===== src/rtl/control_sequencer.sv =====
`default_nettype none
// ---------------------------------------------------------------------------
// control_sequencer : multi-cycle T-state control unit for the single-bus CPU;
// optional macro STEP_EN adds a step input and an IDLE state.   Rev 1.0
// ---------------------------------------------------------------------------
module control_sequencer #(
  parameter int         MEM_LAT = 1,
  parameter logic [4:0] ADD_OP  = 5'b00011,
  parameter logic [4:0] AND_OP  = 5'b00101,
  parameter logic [4:0] OR_OP   = 5'b00110
) (
  input  logic        clock,
  input  logic        clear,
  input  logic [31:0] IR,
  input  logic        CON_output,
`ifdef STEP_EN
  input  logic        step,
`endif
  output logic        PCout,
  output logic        MDRout,
  output logic        ZLowout,
  output logic        Cout,
  output logic        GRA,
  output logic        GRB,
  output logic        GRC,
  output logic        Rin,
  output logic        Rout,
  output logic        BAout,
  output logic        PC_enable,
  output logic        IncPC,
  output logic        MAR_enable,
  output logic        MDR_enable,
  output logic        IR_enable,
  output logic        Y_enable,
  output logic        Z_low_enable,
  output logic        Read,
  output logic        Write,
  output logic        CON_in,
  output logic [4:0]  operation,
  output logic        instr_done,
  output logic        halted
);

  typedef enum logic [3:0] {
    S_RST, S_T0, S_T1, S_T2, S_T3, S_T4, S_T5, S_T6, S_T7, S_HALT
`ifdef STEP_EN
    , S_IDLE
`endif
  } state_t;

  localparam logic [2:0] LAST_WAIT = 3'(MEM_LAT - 1);

  state_t     state;
  state_t     after_done;
  logic [2:0] wait_cnt;
  logic [4:0] op;
  logic       is_r, is_imm, is_ld, is_ldi, is_st, is_br, is_jr, is_halt;
  logic       last_wait;
  logic       unused_ir;

  assign op        = IR[31:27];
  assign unused_ir = ^IR[26:0];
  assign is_r      = (op >= 5'd3) && (op <= 5'd11);
  assign is_imm    = (op >= 5'd12) && (op <= 5'd14);
  assign is_ld     = (op == 5'd0);
  assign is_ldi    = (op == 5'd1);
  assign is_st     = (op == 5'd2);
  assign is_br     = (op == 5'd18);
  assign is_jr     = (op == 5'd19);
  assign is_halt   = (op == 5'd27);
  assign last_wait = (wait_cnt == LAST_WAIT);

`ifdef STEP_EN
  assign after_done = S_IDLE;
`else
  assign after_done = S_T0;
`endif

  always_ff @(posedge clock) begin
    if (!clear) begin
      state    <= S_RST;
      wait_cnt <= '0;
    end else begin
      case (state)
        S_RST: state <= S_T0;
        S_T0: begin
          state    <= S_T1;
          wait_cnt <= '0;
        end
        S_T1:
          if (last_wait) state <= S_T2;
          else           wait_cnt <= wait_cnt + 3'd1;
        S_T2: state <= S_T3;
        S_T3:
          if (is_r || is_imm || is_ld || is_ldi || is_st || is_br) state <= S_T4;
          else if (is_halt)                                        state <= S_HALT;
          else                                                     state <= after_done;
        S_T4: state <= S_T5;
        S_T5:
          if (is_ld || is_st || is_br) begin
            state    <= S_T6;
            wait_cnt <= '0;
          end else begin
            state <= after_done;
          end
        S_T6:
          if (is_ld) begin
            if (last_wait) state <= S_T7;
            else           wait_cnt <= wait_cnt + 3'd1;
          end else if (is_st) begin
            state <= S_T7;
          end else begin
            state <= after_done;
          end
        S_T7:   state <= after_done;
        S_HALT: state <= S_HALT;
`ifdef STEP_EN
        S_IDLE: if (step) state <= S_T0;
`endif
        default: state <= S_RST;
      endcase
    end
  end

  always_comb begin
    PCout = 1'b0; MDRout = 1'b0; ZLowout = 1'b0; Cout = 1'b0;
    GRA = 1'b0; GRB = 1'b0; GRC = 1'b0; Rin = 1'b0; Rout = 1'b0; BAout = 1'b0;
    PC_enable = 1'b0; IncPC = 1'b0; MAR_enable = 1'b0; MDR_enable = 1'b0;
    IR_enable = 1'b0; Y_enable = 1'b0; Z_low_enable = 1'b0;
    Read = 1'b0; Write = 1'b0; CON_in = 1'b0;
    operation = 5'd0; instr_done = 1'b0; halted = 1'b0;
    case (state)
      S_T0: begin PCout = 1'b1; MAR_enable = 1'b1; IncPC = 1'b1; end
      S_T1: begin Read = 1'b1; MDR_enable = last_wait; end
      S_T2: begin MDRout = 1'b1; IR_enable = 1'b1; end
      S_T3:
        if (is_r || is_imm) begin
          GRB = 1'b1; Rout = 1'b1; Y_enable = 1'b1;
        end else if (is_ld || is_ldi || is_st) begin
          GRB = 1'b1; BAout = 1'b1; Y_enable = 1'b1;
        end else if (is_br) begin
          GRA = 1'b1; Rout = 1'b1; CON_in = 1'b1;
        end else if (is_jr) begin
          GRA = 1'b1; Rout = 1'b1; PC_enable = 1'b1; instr_done = 1'b1;
        end else begin
          instr_done = 1'b1;
        end
      S_T4:
        if (is_r) begin
          GRC = 1'b1; Rout = 1'b1; operation = op; Z_low_enable = 1'b1;
        end else if (is_imm) begin
          Cout = 1'b1; Z_low_enable = 1'b1;
          operation = (op == 5'd12) ? ADD_OP : (op == 5'd13) ? AND_OP : OR_OP;
        end else if (is_ld || is_ldi || is_st) begin
          Cout = 1'b1; operation = ADD_OP; Z_low_enable = 1'b1;
        end else if (is_br) begin
          PCout = 1'b1; Y_enable = 1'b1;
        end
      S_T5:
        if (is_ld || is_st) begin
          ZLowout = 1'b1; MAR_enable = 1'b1;
        end else if (is_br) begin
          Cout = 1'b1; operation = ADD_OP; Z_low_enable = 1'b1;
        end else begin
          ZLowout = 1'b1; GRA = 1'b1; Rin = 1'b1; instr_done = 1'b1;
        end
      S_T6:
        if (is_ld) begin
          Read = 1'b1; MDR_enable = last_wait;
        end else if (is_st) begin
          GRA = 1'b1; Rout = 1'b1; MDR_enable = 1'b1;
        end else begin
          // Branch target only reaches the PC when the condition FF is set.
          instr_done = 1'b1; ZLowout = CON_output; PC_enable = CON_output;
        end
      S_T7:
        if (is_ld) begin
          MDRout = 1'b1; GRA = 1'b1; Rin = 1'b1; instr_done = 1'b1;
        end else begin
          Write = 1'b1; instr_done = 1'b1;
        end
      S_HALT: halted = 1'b1;
      default: ;
    endcase
  end

endmodule
`default_nettype wire


===== config.mk =====
export PLATFORM = sky130hd
export DESIGN_NAME = control_sequencer
export DESIGN_NICKNAME = d
export VERILOG_FILES = /design/src/rtl/control_sequencer.sv
export SDC_FILE = /design/constraint.sdc
export NUM_CORES = 1
export LEC_CHECK = 0
export CORE_ASPECT_RATIO = 2
export CORE_MARGIN = 3
export CORE_UTILIZATION = 35
export DETAILED_ROUTE_END_ITERATION = 8
export PLACE_DENSITY = 0.88
export SETUP_SLACK_MARGIN = 0.3
export SKIP_CTS_REPAIR_TIMING = 1
export SLEW_MARGIN = 20
export SYNTH_ARGS = -nofsm -noshare
export SYNTH_HDL_FRONTEND = slang
export SYNTH_SLANG_ARGS = --single-unit
export TNS_END_PERCENT = 1

===== constraint.sdc =====
create_clock -name clock -period 2 [get_ports clock]
set_input_delay 0.4 -clock clock [delete_from_list [all_inputs] [get_ports clock]]
set_output_delay 0.4 -clock clock [all_outputs]
set_load 0.02 [all_outputs]

# ---- Word level (Yosys, flattened, before mapping)
# Index checks and enable logic that the tools add are counted.
# W data, S select, Z words.
dict set report op_classes {
  n_addsub 1
  n_lt_le_gt_ge 4
  eq_ne 20
  muxes 78
  n_reduce_logical 18
}
# operator n
set ops {}
lappend ops {{$mux W1} 44}
lappend ops {{$pmux W4 S9} 1}
lappend ops {{$mux W4} 6}
lappend ops {{$pmux W1 S2} 11}
lappend ops {{$mux W3} 6}
lappend ops {{$eq A4 B3 Y1 const B} 4}
lappend ops {{$eq A5 B5 Y1 const B} 3}
lappend ops {{$pmux W3 S4} 1}
lappend ops {{$eq A5 B4 Y1 const B} 2}
lappend ops {{$le A5 B4 Y1 const B} 2}
lappend ops {{$pmux W5 S2} 1}
lappend ops {{$logic_or A1 B1 Y1} 9}
lappend ops {{$eq A4 B2 Y1 const B} 2}
lappend ops {{$eq A4 B4 Y1 const B} 2}
lappend ops {{$mux W2} 4}
lappend ops {{$pmux W1 S4} 2}
lappend ops {{$ne A2 B2 Y1 const B} 3}
lappend ops {{$eq A5 B1 Y1 const B} 1}
lappend ops {{$eq A5 B2 Y1 const B} 1}
lappend ops {{$ge A5 B2 Y1 const B} 1}
lappend ops {{$ge A5 B4 Y1 const B} 1}
lappend ops {{$logic_not A5 Y1} 1}
lappend ops {{$mux W5} 1}
lappend ops {{$eq A4 B1 Y1 const B} 1}
lappend ops {{other kinds (10)} 11}
dict set report totals {
  regBits 7
  in_bits 35
  wordCells 123
}

# ---- Depth between registers and ports, before layout
dict set report logic_depth {
  depth_word 9
  mapped_depth 6
}

# ---- Least setup slack after synthesis
# No wires, ideal clock.
dict set report synth_timing {
  path_kind {in2out}
  start {in IR[27]}
  end {out GRA}
  arrival_ps 1859
  path_slack_ps -259
  stages 5
  n_path_buf 1
  path_cell_list {or4_1 -> buf_2 -> o2bb2a_2 -> o22ai_2 -> o21bai_1}
}
dict set report synth_between {
  elab_chain_len 6
  elab_cells_between_ends 25
  classes_between {order compare: 4; eq/ne: 4; mux: 10; reduce/logical: 7}
}
# element line_no
set synth_lines {}
lappend synth_lines {{start: declaration} 14} ;# input logic [31:0] IR,
lappend synth_lines {{$eq A5 B5 Y1 (tied with other cells)} 69} ;# assign is_jr = (op == 5'd19);
lappend synth_lines {{$mux W1 / $logic_or A1 B1 Y1 (equally long branches)} {143, 139}}
lappend synth_lines {{$mux W1 / $logic_or A1 B1 Y1 (equally long branches)} {141, 139}}
lappend synth_lines {{$mux W1} 139} ;# end else if (is_ld || is_ldi || is_st) begin
lappend synth_lines {{$mux W1} 137} ;# if (is_r || is_imm) begin
lappend synth_lines {{$pmux W1 S4 (*)} 132} ;# case (state)
lappend synth_lines {{end: declaration} 23} ;# output logic GRA,
# Mark *: on every way between the ends. The rest lies on a longest branch, timed or not.

# ---- Worst setup path in the final report
dict set report layout_timing {
  start {reg state[1]}
  end {out operation[3]}
}
dict set report layout_between {
  elab_chain_len 2
  elab_cells_between_ends 3
  classes_between {eq/ne: 2; mux: 1}
}
# element line_no
set layout_lines {}
lappend layout_lines {{start: declaration} 53} ;# state_t state;
lappend layout_lines {{start signal: assignment} 97} ;# else state <= after_done;
lappend layout_lines {{start signal: assignment} 104} ;# state <= after_done;
lappend layout_lines {{start signal: assignment} 113} ;# state <= after_done;
lappend layout_lines {{$eq A4 B3 Y1} 132}
lappend layout_lines {{$pmux W5 S2 (*)} 132}
lappend layout_lines {{end: declaration} 39} ;# output logic [4:0] operation,
# Marked as above.

==> flow_metrics.py <==
metrics = {
    "status": {
        "status": "complete, but fails checks",
        "violations": "setup timing",
    },
    "route": {
        "routed_wl_mm": 4.77,
        "avgRoutedWirePerCell_um": 17.6,
        "antenna_violating_nets_post_route": 0,
        "wl_met1_mm": 1.67,
        "drt-vias-per-instance": 6.02,
        "met2WireLength_mm": 2.67,
        "drt_iter0_markers": 79,
        "drc_errors": 0,
        "routed.top_layer": "met4",
        "dr.pass1.iters": 4,
        "dr_wl_met3_um": 245,
        "vias": 1625,
    },
    "logic_synthesis": {
        "synth-compound-area-share_pct": 34.7,
        "ys_warn_count": 0,
        "syn-num-nets": 192,
        "synth.avg_cell_area_um2": 7.14,
        "synth_fa_ha_area_share_pct": 2.26,
        "yosysUniqueCellTypes": 58,
        "synth_area_um2": 1110,
        "synth_top_family_by_area": "simple AND/OR/NAND/NOR gates",
        "synthArstFlopShare_pct": 0,
        "synth-simple-area-share_pct": 39.3,
        "ys_ff_latch": 7,
        "netlist_instances": 155,
        "muxShareOfSynthArea_pct": 1.92,
        "synth_ff_type": "dfxtp_1",
        "synth-xor-area-share_pct": 1.58,
        "seq_area_frac_synth_pct": 12.7,
        "synth_edf_count": 0,
    },
    "clocking": {
        "clockBufferDepth": 2,
        "numCtsBuffers": 3,
        "htree_levels": 1,
        "cts_tree": "done",
        "clkTransAtPathRegs_ps": 40,
        "clk_latency_ps": 230,
        "cts_root_buffer": "clkbuf_8",
        "clkSinkCount": 7,
    },
    "timing": {
        "fmax_ghz": 0.461,
        "drv_slew": 0,
        "min_period_over_period_pct": 108,
        "skew_ps": 3.78,
        "final.min_clock_period_ps": 2170,
        "setup_ws_ps": -168,
        "setup_viol": 19,
        "hold_violations": 0,
        "fin_hold_ws_ps": 512,
        "grt_setup_unrepaired": "true",
    },
    "power_and_ir_drop": {
        "clkPwrFrac_pct": 31.6,
        "power.density_nw_per_um2": 302,
        "p_leak_uw": 0.000962,
        "p_seq_share_pct": 23.2,
        "swShare_pct": 34.2,
        "internal_power_uw": 416,
        "p_sw_uw": 216,
        "max-vdd-ir-drop_uv": 422,
        "comb_power_share_pct": 45.1,
    },
    "layout": {
        "instances_no_fill": 270,
        "seqCellArea_um2": 148,
        "final_util_pct": 70.2,
        "n_fill_cell": 222,
        "layout_common_cells": "buf_4 (68), buf_6 (14), o21ai_0 (11)",
        "final_common_cell": "buf_4",
        "area_growth_pct": 89.0,
        "final_layout_size_suffix_gt1_share_pct": 56.7,
        "final_nets": 278,
        "diodes": 0,
        "multi_input_area_um2": 1060,
    },
    "worst_setup_path": {
        "cp-start-kind": "register",
        "critPathBufInv": 2,
        "critPathMaxStageDelay_ps": 400,
        "path_delay_family": "simple AND/OR/NAND/NOR gates",
        "crit_fanout": 3,
        "crit_arrival_ps": 1770,
        "crit_chain": "buf_6 > nand2b_4 > or3_4 > a211oi_4 > and2_4 > buf_6",
        "crit_top_cell": "buf_6",
        "crit_type": "register to output pin",
        "rrSetupSlack_ps": 290,
        "worst_path_max_delay_cell": "or3_4",
        "cp.required_ps": 1600,
        "crit_path_end_kind": "output pin",
    },
    "grt": {
        "grt_pass1_wl_mm": 6.87,
        "overflow": 0,
        "antenna_found_initial": 0,
        "grt_pass1_vias": 1576,
        "grt_max_degree": 17,
        "grt_usage_pct": 23.0,
    },
    "placed_design": {
        "place_hpwl_mm": 3.36,
        "place_congestion": 0.994,
        "io_buffers": 33,
        "dpl_worst_slack_ps": -929,
        "placed_cells": 262,
    },
    "die": {
        "fp.coreArea_um2": 2980,
        "fp.dieH_um": 85.5,
        "num_rows": 28,
        "die_x_um": 45.8,
        "start_util_pct": 37.1,
        "dieArea_um2": 3910,
        "io_pins": 62,
    },
    "worst_hold_path": {
        "hp-class": "register to register",
    },
    "job": {
        "max_cap_violations": 0,
    },
}
worst register-to-register path: stages, from the launching register on:
cell and delay [ps]:
dfxtp_2 330, buf_6 140, buf_4 170, nand2b_1 150, o21ai_0 380, o221ai_2 160
mux2_2 270
cell families after synthesis:
kind of cell               after synthesis
other                                    1
and+or+nand+nor                         73
buffers and inverters                   19
adders and majority gates                2
xor gates and xnor gates                 2
DFF                                      7
AOI/OAI and AO/OA                       49
muxes                                    2
power by group through the flow:
stage / Combinational (uW) / Clock, uW / Sequential (uW)
finish: 285 / 200 / 147
CTS: 248 / 208 / 146
global route: 304 / 216 / 147
detailed placement: 246 / 0 / 148
floorplan: 122 / 0 / 150
global placement: 243 / 0 / 148
through the flow:
stage          power [uW]  TNS (ps)  cell area (um2)
4_1_cts               603    -20330             1970
2_1_floorplan         272     -53.6             1180
3_5_place_dp          395    -20810             1920
3_3_place_gp          391    -20160             1920
6_report              632     -1640             2090
5_1_grt               667     -2900             2090
layer usage:
metal	vias up	track usage (%)
met2	73	39.6
li1	754	-
met1	781	24.4
met5	-	0
met4	0	16.1
met3	17	2.10
layout make-up:
type,count,area share [%]
repair buffers,95,37.3
flip-flops and latches,7,7.06
well taps,30,1.80
inverters,5,0.898
multi-input cells,129,50.7
clock buffers,4,2.15
cells in the mapped netlist (2+ instances only):
master	count	area [um2]
a211oi_1	4	30.0
a22o_1	2	17.5
a31oi_1	3	18.8
and2_1	3	18.8
buf_1	3	11.3
buf_2	4	20.0
clkbuf_1	6	22.5
dfxtp_1	7	140
ha_1	2	25.0
inv_1	5	18.8
nand2_1	9	33.8
nand2b_1	8	50.1
nand3_1	6	30.0
nand4_1	3	18.8
nor2_1	14	52.6
nor2b_1	6	37.5
nor3_1	4	20.0
nor4_1	2	12.5
o2111ai_1	2	17.5
o21a_1	3	22.5
o21ai_0	17	85.1
o311ai_0	2	17.5
or2_2	3	18.8
or3_1	3	18.8
registers in the layout, summed over array words and instances (netlist names):
name / cells
state: 4
wait_cnt: 3
worst paths after layout:
| check | depth (start not counted) | from | endpoint |
|---|---|---|---|
| setup / recovery | 6 | state[1] | operation[3] |
| hold / removal | 1 | wait_cnt[1] | wait_cnt[1] |
| setup reg to reg | 6 | state[3] | wait_cnt[0] |
| hold reg to reg | 1 | wait_cnt[1] | wait_cnt[1] |
Note: power is estimated with default switching activity, not from simulation.
